## src/rtl/cache_controller.sv

```systemverilog
`default_nettype none
// ============================================================================
// Module   : cache_controller
// Brief    : Blocking cache front-end. Loads hit in zero wait states and fill
//            the cache on a miss. Stores write through to SRAM and invalidate
//            the matching line.
// Revision : 1.0 - initial release
// ============================================================================
module cache_controller (
    input  logic        clk,
    input  logic        rst,
    input  logic        mem_r_en,
    input  logic        mem_w_en,
    input  logic [31:0] address,
    input  logic [31:0] wdata,
    output logic [31:0] rdata,
    output logic        ready,
    output logic [16:0] cache_addr,
    output logic [63:0] cache_wdata,
    output logic        cache_re,
    output logic        cache_we,
    output logic        cache_sram_we,
    input  logic        cache_hit,
    input  logic [31:0] cache_rdata,
    output logic        sram_r_en,
    output logic        sram_w_en,
    output logic [31:0] sram_addr,
    output logic [31:0] sram_wdata,
    input  logic [63:0] sram_rdata,
    input  logic        sram_ready
);

    typedef enum logic [1:0] {
        S_IDLE      = 2'd0,
        S_READ_MISS = 2'd1,
        S_WRITE     = 2'd2
    } state_t;

    state_t      r_state;
    state_t      w_next_state;
    logic [31:0] r_addr;
    logic [31:0] r_wdata;
    logic        w_load;
    logic [16:0] w_in_idx;
    logic [16:0] w_lat_idx;

    // Subtracting 1024 from a byte address is subtracting 256 from its word index.
    assign w_in_idx  = address[18:2] - 17'd256;
    assign w_lat_idx = r_addr[18:2]  - 17'd256;

    always_ff @(posedge clk or posedge rst) begin
        if (rst) begin
            r_state <= S_IDLE;
        end else begin
            r_state <= w_next_state;
        end
    end

    always_ff @(posedge clk or posedge rst) begin
        if (rst) begin
            r_addr  <= 32'd0;
            r_wdata <= 32'd0;
        end else if (w_load) begin
            r_addr  <= address;
            r_wdata <= wdata;
        end
    end

    always_comb begin
        w_next_state  = r_state;
        w_load        = 1'b0;
        ready         = 1'b1;
        rdata         = 32'd0;
        cache_addr    = w_in_idx;
        cache_wdata   = 64'd0;
        cache_re      = 1'b0;
        cache_we      = 1'b0;
        cache_sram_we = 1'b0;
        sram_r_en     = 1'b0;
        sram_w_en     = 1'b0;
        sram_addr     = 32'd0;
        sram_wdata    = 32'd0;

        // Reset silences every strobe immediately rather than at the next edge.
        if (!rst) begin
            case (r_state)
                S_IDLE: begin
                    if (mem_w_en) begin
                        w_load        = 1'b1;
                        cache_sram_we = 1'b1;
                        sram_w_en     = 1'b1;
                        sram_addr     = address;
                        sram_wdata    = wdata;
                        ready         = 1'b0;
                        w_next_state  = S_WRITE;
                    end else if (mem_r_en) begin
                        if (cache_hit) begin
                            cache_re = 1'b1;
                            rdata    = cache_rdata;
                        end else begin
                            w_load       = 1'b1;
                            ready        = 1'b0;
                            w_next_state = S_READ_MISS;
                        end
                    end
                end
                S_READ_MISS: begin
                    cache_addr = w_lat_idx;
                    sram_addr  = r_addr;
                    if (sram_ready) begin
                        cache_we     = 1'b1;
                        cache_wdata  = sram_rdata;
                        rdata        = w_lat_idx[0] ? sram_rdata[63:32] : sram_rdata[31:0];
                        w_next_state = S_IDLE;
                    end else begin
                        sram_r_en = 1'b1;
                        ready     = 1'b0;
                    end
                end
                S_WRITE: begin
                    cache_addr    = w_lat_idx;
                    sram_w_en     = 1'b1;
                    cache_sram_we = 1'b1;
                    sram_addr     = r_addr;
                    sram_wdata    = r_wdata;
                    if (sram_ready) begin
                        w_next_state = S_IDLE;
                    end else begin
                        ready = 1'b0;
                    end
                end
                default: begin
                    w_next_state = S_IDLE;
                end
            endcase
        end
    end

endmodule
`default_nettype wire
```

## config.mk

```make
export PLATFORM = sky130hd
export DESIGN_NAME = cache_controller
export DESIGN_NICKNAME = d
export VERILOG_FILES = /design/src/rtl/cache_controller.sv
export SDC_FILE = /design/constraint.sdc
export NUM_CORES = 1
export LEC_CHECK = 0
export ABC_AREA = 0
export BUFFER_PORTS_ARGS = -buffer_cell sky130_fd_sc_hd__clkbuf_2
export CORE_AREA = 4 4 133 135
export DETAILED_ROUTE_END_ITERATION = 10
export DIE_AREA = 0 0 137 139
export REMOVE_ABC_BUFFERS = 1
export SYNTH_ARGS = -nofsm -noshare
export SYNTH_HDL_FRONTEND = slang
export SYNTH_SLANG_ARGS = --single-unit
```

## constraint.sdc

```tcl
create_clock -name clk -period 4.4 [get_ports clk]
set_input_delay 0.22 -clock clk [delete_from_list [all_inputs] [get_ports clk]]
set_output_delay 0.22 -clock clk [all_outputs]
set_load 0.01 [all_outputs]
```

Word level (Yosys, flattened, before mapping)
Index checks and enable logic that the tools add are counted. W data, S select, Z words.

Bits in registers: 66. Bits of input ports: 166. Output and inout bits: 183.

Add/subtract/negate cells: 2. Equal/unequal tests: 5. Muxes and demuxes: 46. Bitwise logic cells: 1. Reduce and logical (&&, ||, !) cells: 3.

Operators by type and width (number): $mux W32 (10); $mux W64 (3); $pmux W32 S2 (3); $mux W17 (2); $sub A17 B9 Y17 const B (2); $mux W1 (21); $mux W2 (4); $ne A3 B3 Y1 const B (2); $pmux W1 S2 (2); $pmux W2 S2 (1); $reduce_and A4 Y1 (1); $eq A2 B1 Y1 const B (1); $eq A2 B2 Y1 const B (1); $logic_not A2 Y1 (1); $ne A2 B1 Y1 const B (1); $reduce_or A2 Y1 (1); $not A1 Y1 (1).

Depth between registers and ports, before layout
Gate-level depths: netlist (run 1).

Depth in word-level cells: 5. Gate-level depth with buffers: 8.

Least setup slack after synthesis (run 1)
OpenSTA, ideal clock, no wires.

Path kind: input-to-reg. Start: input rst. End: register r_addr[12]. Arrival time: 2.674 ns. Setup slack: 1.602 ns. Cell stages on the path: 5. Path through: inv_1 o211ai_1 buf_2 buf_4 mux2_2.

Cells in the longest elaborated chain, start to end: 1.

RTL lines: start, declared (RTL line 11) `input logic rst,`; $mux W1 (RTL line 85) `if (!rst) begin`; end signal, assigned (RTL line 64) `r_addr <= address;`; end, declared (RTL line 41) `logic [31:0] r_addr;`.

Every way passes these cells. A chain may end at the register's enable or synchronous reset.

Worst setup path in the final report (run 1)
Start: register r_state[1]. End: output rdata[21].

Cells in the longest elaborated chain, start to end: 3. Elaborated cells on any way between the ends: 4. Those cells by class: eq/ne: 1; mux: 2; reduce/logical: 1.

RTL lines: start, declared (RTL line 39) `state_t r_state;`; start signal, assigned (RTL line 55) `r_state <= w_next_state;`; $eq A2 B1 Y1 / $logic_not A2 Y1 (equally long branches) (RTL line 86) `case (r_state)`; $pmux W32 S2 (*) (RTL line 86); $mux W32 (*) (RTL line 85); end, declared (RTL line 16) `output logic [31:0] rdata,`.

Mark *: on every way between the ends. The rest lies on a longest branch, timed or not.

==> impl_metrics.yaml, run 1 <==
routing:
  met1_length_um: 8387
  wl_per_cell_um: 18.36
  drt-pass1-iter-count: 6
  wl_met2_um: 10140
  top_layer_used: "met4"
  viasPerCell: 4.931
  drtIter0Drc: 222
  ant_nets: 0
  dr_wl_met3_um: 2020
  vias: 5602
  drc: 0
  drt-total-wl_um: 20860
power_and_ir_drop:
  p_leak_nw: 3.776
  p_int_mw: 2.349
  ir_drop_mv: 0.3424
  switching_share: 0.4194
  powerDensity_nw_per_um2: 554.2
  p_clk_frac: 0.180
  combPwrFrac: 0.522
  p_seq_frac: 0.298
  p_sw_mw: 1.697
sta:
  post-route-period-util: 0.6667
  worstMarginPinSlew_ns: 1.304
  setup_viol_count_final: 0
  hold_viol: 0
  worst_slack_ns: 1.466
  fin_crit_ns: 2.934
  slew_violations: 0
  rsz0062_at_grt: "false"
  finalClockSkew_ns: 0.004713
  relSlewSlack: 0.1305
  fmax_mhz: 340.9
floorplan:
  dieArea_um2: 19040
  ios: 349
  design.core.area_um2: 16470
  num_rows: 47
  dieWidth_um: 137
  initial_core_util: 0.3109
  die_height_um: 139
cts:
  ctsHtreeMaxLevel: 3
  postCtsSetupRepairBufs: 0
  clockRootBuffer: "clkbuf_16"
  cts_tree: "done"
  path_clk_slew_ns: 0.06
  cts_made_buffers: 9
  postCtsHoldBufs: 1
  clock_sinks: 66
  clock_path_buffers: 2
  cts.repair.resized: 0
  clock_latency_ns: 0.33
final_layout:
  drive_gt1_frac: 0.5011
  fin_nets: 1081
  fin_util: 0.4435
  final_cell_mix: "348 x clkbuf_2, 137 x nor2_1, 70 x mux2_2, 65 x and2_1, 65 x dfrtp_1"
  final_common_cell: "clkbuf_2"
  syn2layout_area_growth_pct: 42.65
grt:
  grt_start_max_net_pins: 67
  track_usage: 0.2105
  antenna_found_initial: 2
  grt_pass1_wl_um: 31460
  first_global_vias: 5504
  grt_overflow: 0
place:
  place_hpwl_um: 16100
  pre_cts_ws_ns: 1.811
  gp_congestion: 0.9401
  port_buffers: 348
outcome:
  status: "complete, no violations"
setup_path:
  start_kind: "register"
  cp_slowest_cell: "and3_1"
  arrival_ns: 2.71
  worstReg2RegStart: "r_state[0]"
  crit_path_start: "r_state[1]"
  crit_type: "register to primary output"
  max_stage_delay_ns: 0.74
  path_cells: "inv_1, ha_1, nor2b_1, and3_1, buf_4, a21oi_1, nor2_1, clkbuf_2"
  crit_required_ns: 4.18
  cp-end-kind: "primary output"
  cp_max_fo: 23
job:
  cap_violations: 0
synthesis:
  ys_seq_area_frac: 0.3227
  syn_area_um2: 5119
  synth_flop_cell: "dfrtp_1"
  yosys_warnings: 0
  synth_seq_cells: 66
  synth_cell_types: 33
  syn_avg_cell_area_um2: 8.632
  postSynth.asyncResetShare: 1.000
  synth-edff-count: 0
  synthCells: 593
hold_path:
  min-delay-start: "wdata[28]"
  hp-class: "input port to register"
through the flow:
step | cell area [µm²] | hold slack, ns | TNS (ns) | std cells | power [mW]
floorplan | 4886 | 0.3709 | -40.56 | 540 | 2.576
global placement | 6984 | 0.2747 | 0 | 1117 | 3.320
detailed placement | 6984 | 0.2755 | 0 | 1117 | 3.345
CTS | 7297 | 0.1205 | 0 | 1134 | 4.100
global route | 7302 | 0.1208 | 0 | 1136 | 4.377
finish | 7302 | 0.1347 | 0 | 1136 | 4.047
worst max-delay path: cells and delay by family, from the launching register on:
kind	cells	cell delay, ns
compound gates	1	0.08
fa+ha+maj	1	0.28
buf+inv	3	0.58
flops	1	0.39
simple gates	3	1.05
power groups by stage:
stage	clock [mW]	combinational (mW)	sequential, mW
after floorplan	0	1.44	1.13
after global routing	0.781	2.35	1.25
after detailed placement	0	2.14	1.21
after global placement	0	2.12	1.20
final	0.727	2.11	1.21
after CTS	0.755	2.14	1.20
worst paths after layout:
path	to	slack [ns]	cells past startpoint
max	rdata[21]	1.47	8
min	r_wdata[28]	0.13	2
max reg2reg	r_addr[2]	2.24	5
min reg2reg	r_addr[28]	0.51	1
max in group asynchronous	r_addr[22]	2.87	4
min in group asynchronous	r_addr[3]	0.49	3
cell families (layout without fill, tap and decap cells):
| group | after synthesis | count (layout) | share of synthesized area |
|---|---|---|---|
| AOI/OAI and AO/OA | 115 | 115 | 0.1472 |
| xor gates and xnor gates | 10 | 10 | 0.01711 |
| adders and majority gates | 6 | 6 | 0.01467 |
| buffers and inverters | 62 | 383 | 0.05207 |
| DFF | 66 | 66 | 0.3227 |
| muxes | 107 | 107 | 0.2264 |
| other | 0 | 2 | 0 |
| and+or+nand+nor | 227 | 227 | 0.2200 |
layout make-up:
cell class	instances	area [µm²]
antenna	2	5.005
sequential	66	1653
tap	220	275.3
timing repair buffer	358	1819
multi-input combinational	465	3212
clock inverter	7	77.57
fill	1674	9164
clock buffer	9	225.2
inverter	9	35.03
synth_stat cells, types with 3 or more instances:
| master | count | area share |
|---|---|---|
| nand2_1 | 7 | 0.0051 |
| a22oi_1 | 64 | 0.094 |
| nor2_1 | 138 | 0.10 |
| and3_1 | 3 | 0.0037 |
| buf_1 | 4 | 0.0029 |
| o21ai_0 | 4 | 0.0039 |
| mux2i_1 | 37 | 0.072 |
| buf_2 | 12 | 0.012 |
| ha_1 | 6 | 0.015 |
| clkbuf_1 | 32 | 0.023 |
| and2_1 | 66 | 0.081 |
| dfrtp_1 | 66 | 0.32 |
| mux2_2 | 70 | 0.15 |
| xnor2_1 | 9 | 0.015 |
| a21oi_1 | 38 | 0.037 |
| buf_4 | 5 | 0.0073 |
| inv_1 | 9 | 0.0066 |
state kept, by name, summed over array words and instances, names as in the netlist:
| signal | count |
|---|---|
| r_addr | 32 |
| r_state | 2 |
| r_wdata | 32 |
layer usage:
layer	vias to the layer above	track usage
li1	2697	-
met1	2652	0.2599
met2	238	0.3576
met4	0	0.04622
met5	-	0
met3	15	0.06640
(Power assumes the default switching activity.)
==> inputs of run 2 (changes only) <==
- CORE_AREA: 4 4 133 135 -> 4 4 134 136
- DIE_AREA: 0 0 137 139 -> 0 0 138 140
- clock period: 4.4 -> 2.6 ns (I/O delays scaled with it)
==> run 2 against run 1 <==
  * Setup slack lost 1.2 ns
  * Die area rose by 1.5%
  * Wire length shrank 2.5%
  * Cell count increased by 0.62%
  * Combinational power increased by 73%
  * Via count rose by 1.5%
  * Worst hold slack got worse by 0.095 ns
  * Utilization is 1.0 points lower
  * Total power increased by 67%
  * Clock power increased by 54%
  * Largest cell class unchanged
  * Largest power group unchanged
  * Highest routed layer is now met5
==> impl_metrics.yaml, run 2 (synthesis gave the netlist of run 1 again) <==
power_and_ir_drop:
  p_seq_frac: 0.294
  p_clk_frac: 0.165
  powerDensity_nw_per_um2: 923.4
  p_leak_nw: 3.804
  switching_share: 0.4209
  combPwrFrac: 0.541
  p_sw_mw: 2.851
  power_mw: 6.774
  ir_drop_mv: 0.4485
  p_int_mw: 3.923
grt:
  first_global_vias: 5657
  grt_overflow: 0
  track_usage: 0.2017
  grt_pass1_wl_um: 31550
  grt_start_max_net_pins: 67
  antenna_found_initial: 3
sta:
  fin_crit_ns: 2.353
  post-route-period-util: 0.9048
  finalClockSkew_ns: 0.01259
  worstMarginPinSlew_ns: 0.6739
  fmax_mhz: 425.1
  hold-worst-slack_ns: 0.03944
  relSlewSlack: 0.5508
  setup_viol_count_final: 0
  hold_viol: 0
  rsz0062_at_grt: "false"
  slew_violations: 0
  finalSetupTns_ns: 0
final_layout:
  stdcell_area_um2: 7336
  final_cell_mix: "348 x clkbuf_2, 137 x nor2_1, 70 x mux2_2, 65 x and2_1, 65 x dfrtp_1"
  multi_input_area_um2: 3217
  n_fill_cell: 1797
  drive_gt1_frac: 0.5038
  reg.largest.list: "r_addr x32, r_wdata x32, r_state x2"
  fin_nets: 1084
  regArea_um2: 1653
  syn2layout_area_growth_pct: 43.31
  final_common_cell: "clkbuf_2"
  fin_util: 0.4331
routing:
  drt-total-wl_um: 20330
  viasPerCell: 4.973
  drt-pass1-iter-count: 5
  wl_per_cell_um: 17.79
  drc: 0
  vias: 5684
  ant_nets: 0
  drtIter0Drc: 225
place:
  place_hpwl_um: 15610
  port_buffers: 348
  gp_congestion: 0.9357
  dpl-instance-area_um2: 7062
setup_path:
  cp_slowest_cell: "dfrtp_1"
  crit_type: "register to primary output"
  arrival_ns: 2.22
  r2r_slack_ns: 0.74
  start_kind: "register"
  max_stage_delay_ns: 0.41
  crit_path_start: "r_state[0]"
  worstReg2RegStart: "r_state[0]"
  cp-end-kind: "primary output"
  crit_required_ns: 2.47
  cp_max_fo: 33
  path_cells: "inv_1, ha_1, nor2b_1, and3_1, buf_4, a21oi_1, nor2_1, clkbuf_2"
floorplan:
  initial_core_util: 0.3022
  dieWidth_um: 138
  dieArea_um2: 19320
  design.core.area_um2: 16940
  die_height_um: 140
  num_rows: 48
  ios: 349
cts:
  ctsHtreeMaxLevel: 3
  clockRootBuffer: "clkbuf_16"
  cts_tree: "done"
  clock_sinks: 66
  clock_latency_ns: 0.33
  cts.repair.resized: 0
  postCtsSetupRepairBufs: 0
  clock_path_buffers: 2
  postCtsHoldBufs: 0
  cts_made_buffers: 9
  path_clk_slew_ns: 0.06
outcome:
  status: "complete, no violations"
job:
  cap_violations: 0
hold_path:
  min-delay-start: "wdata[24]"
  hp-class: "input port to register"
run 2: cell type report:
class	count	area share
multi-input combinational	465	0.4385
clock inverter	7	0.006311
sequential	66	0.2253
antenna	1	0.0003411
clock buffer	9	0.03070
timing repair buffer	361	0.2558
inverter	9	0.004605
tap	225	0.03838
run 2: metal layers:
| metal | track usage | routed length [µm] |
|---|---|---|
| met1 | 0.2374 | 8032 |
| met2 | 0.3443 | 9927 |
| met3 | 0.06521 | 1710 |
| met4 | 0.07488 | 631 |
| met5 | 0 | 26 |
run 2: worst max-delay path: cells and delay by family, from the launching register on:
kind / cells / cell delay (ns)
adders and majority gates: 1 / 0.28
buffers and inverters: 3 / 0.58
AOI/OAI and AO/OA: 1 / 0.12
DFF: 1 / 0.41
and+or+nand+nor: 3 / 0.48
run 2: final timing paths:
path                       cells past startpoint     endpoint
setup / recovery                               8    rdata[25]
hold / removal                                 2  r_wdata[24]
setup reg to reg                               5   r_wdata[8]
hold reg to reg                                1  r_wdata[30]
max in group asynchronous                      3  r_wdata[31]
min in group asynchronous                      3   r_wdata[4]
run 2: power groups by stage:
| stage | clock, mW | sequential [mW] | combinational (mW) |
|---|---|---|---|
| after CTS | 1.16 | 1.98 | 3.73 |
| after floorplan | 0 | 1.92 | 2.44 |
| after global placement | 0 | 1.97 | 3.68 |
| final | 1.12 | 1.99 | 3.66 |
| after detailed placement | 0 | 1.99 | 3.72 |
| after global routing | 1.19 | 2.06 | 4.02 |
run 2: per-stage QoR:
step,worst slack (ns),std cells
2_1_floorplan,-2.349,540
3_3_place_gp,0.6857,1126
3_5_place_dp,0.6079,1126
4_1_cts,0.2459,1142
5_1_grt,0.07121,1143
6_report,0.2475,1143
==> inputs of run 3 (changes only) <==
- CELL_PAD_IN_SITES_DETAIL_PLACEMENT: unset -> 1
- CELL_PAD_IN_SITES_GLOBAL_PLACEMENT: unset -> 2
- CORE_AREA: 4 4 134 136 -> unset
- CORE_MARGIN: unset -> 4
- CORE_UTILIZATION: unset -> 20
- DIE_AREA: 0 0 138 140 -> unset
- PLACE_DENSITY_LB_ADDON: unset -> 0.1
==> run 3 against run 2 <==
  * Utilization decreased by 13 points
  * Via count is 0.35% lower
  * Worst hold slack got worse by 0.0079 ns
  * Register-to-register slack about the same
  * Setup slack lost 0.0092 ns
  * Clock skew shrank 0.0063 ns
  * Combinational power is 4% higher
  * Clock power is 13% higher
  * Sequential power about the same
  * Total power grew 4.1%
  * Die area is 46% higher
  * Sequential share of layout area down 0.62 points
  * Critical endpoint is now rdata[18]
  * Highest routed layer unchanged
==> impl_metrics.yaml, run 3 (synthesis gave the netlist of run 1 again) <==
outcome:
  status: "complete, no violations"
cts:
  clock_latency_ns: 0.32
  clock_sinks: 66
  cts_tree: "done"
  path_clk_slew_ns: 0.06
  cts_made_buffers: 9
  clockRootBuffer: "clkbuf_16"
  ctsHtreeMaxLevel: 3
  clock_path_buffers: 2
power_and_ir_drop:
  powerDensity_nw_per_um2: 934.3
  power_mw: 7.048
  p_leak_nw: 3.836
  ir_drop_mv: 0.3601
grt:
  track_usage: 0.1567
  grt_start_max_net_pins: 67
  first_global_vias: 6184
  grt_pass1_wl_um: 35620
  antenna_found_initial: 3
  grt_overflow: 0
routing:
  drtIter0Drc: 214
  viasPerCell: 4.528
  vias: 5664
  ant_nets: 0
  drc: 0
  drt-pass1-iter-count: 4
  drt-total-wl_um: 23240
  wl_per_cell_um: 18.58
sta:
  fmax_mhz: 423.4
  fin_crit_ns: 2.362
  rsz0062_at_grt: "false"
  finalClockSkew_ns: 0.006320
  setup_viol_count_final: 0
  relSlewSlack: 0.5283
  post-route-period-util: 0.9083
  hold_viol: 0
  worstMarginPinSlew_ns: 0.7076
  slew_violations: 0
place:
  port_buffers: 348
  dpl-instance-area_um2: 7229
  place_hpwl_um: 18320
  dp_cells: 1234
  gp_congestion: 0.8563
final_layout:
  fin_cells: 1251
  stdcell_area_um2: 7543
  final_cell_mix: "348 x clkbuf_2, 137 x nor2_1, 70 x mux2_2, 65 x and2_1, 65 x dfrtp_1"
  syn2layout_area_growth_pct: 47.37
  reg.largest.list: "r_addr x32, r_wdata x32, r_state x2"
  fin_util: 0.2996
  fin_nets: 1087
  n_fill_cell: 3134
  drive_gt1_frac: 0.5049
  final_common_cell: "clkbuf_2"
floorplan:
  dieWidth_um: 168.0
  die_height_um: 168.0
  dieArea_um2: 28220
  design.core.area_um2: 25180
  ios: 349
  num_rows: 58
  initial_core_util: 0.2033
job:
  cap_violations: 0
setup_path:
  crit_required_ns: 2.47
  arrival_ns: 2.23
  cp-end-kind: "primary output"
  start_kind: "register"
  crit_type: "register to primary output"
  cp_max_fo: 18
hold_path:
  hp-class: "input port to asynchronous set/reset pin"
run 3: cell count changes in the layout (fill, tap and decap cells not counted), sizes merged:
| cell | change |
|---|---|
| diode | +1 |
| bufinv | +2 |
| clkinv | -3 |
| buf | +3 |
| clkinvlp | +1 |
| inv | -1 |
run 3: cell type report:
cell class / instances / area (µm²) / area share
Antenna cell: 2 / 5.005 / 0.0006635
Sequential cell: 66 / 1653 / 0.2191
Multi-Input combinational cell: 465 / 3218 / 0.4266
Clock buffer: 9 / 225.2 / 0.02986
Clock inverter: 6 / 82.58 / 0.01095
Tap cell: 330 / 412.9 / 0.05474
Inverter: 9 / 35.03 / 0.004644
Timing Repair Buffer: 364 / 1912 / 0.2534
run 3: worst paths after layout:
| kind | start | end | slack (ns) | depth (start not counted) |
|---|---|---|---|---|
| min | rst | r_addr[2] | 0.03 | 3 |
| max reg2reg | r_state[0] | r_addr[6] | 0.73 | 5 |
| max in group asynchronous | rst | r_state[0] | 1.67 | 4 |
| min reg2reg | r_wdata[25] | r_wdata[25] | 0.51 | 1 |
| min in group clk | wdata[20] | r_wdata[20] | 0.06 | 2 |
| max | r_state[0] | rdata[18] | 0.24 | 8 |
run 3: metrics by stage:
step | hold slack (ns) | setup WS (ns) | TNS [ns]
2_1_floorplan | 0.2809 | -2.349 | -229.62
3_3_place_gp | 0.3799 | 0.5263 | 0
3_5_place_dp | 0.3865 | 0.4580 | 0
4_1_cts | 0.03724 | 0.08754 | 0
5_1_grt | 0.04306 | 0.06288 | 0
6_report | 0.03158 | 0.2383 | 0
run 3: report_power, final:
group          total, mW  leakage [nW]  switching, mW  internal [mW]
Sequential          1.96         0.781          0.404           1.55
Combinational       3.82          2.90           2.06           1.76
Clock               1.27         0.151          0.446          0.828
Total               7.05          3.84           2.91           4.14
run 3: what timing repair did:
action                     CTS  global route
hold buffers                 0             0
setup buffers                0             0
gates resized for setup      0             1
setup endpoints to repair    0             4
run 3: metal layers:
| layer | vias to the layer above | track usage | wire length, µm |
|---|---|---|---|
| met5 | - | 0 | 11 |
| met2 | 210 | 0.2839 | 11800 |
| met4 | 2 | 0.03564 | 333 |
| met3 | 17 | 0.02818 | 1263 |
| met1 | 2742 | 0.1931 | 9833 |
| li1 | 2693 | - | - |
run 3: critical path, stage by stage, from the launching register on:
cell,delay [ns]
dfrtp_1,0.41
inv_1,0.10
ha_1,0.29
nor2b_1,0.22
and3_1,0.19
buf_4,0.24
a21oi_1,0.12
nor2_1,0.17
clkbuf_2,0.17
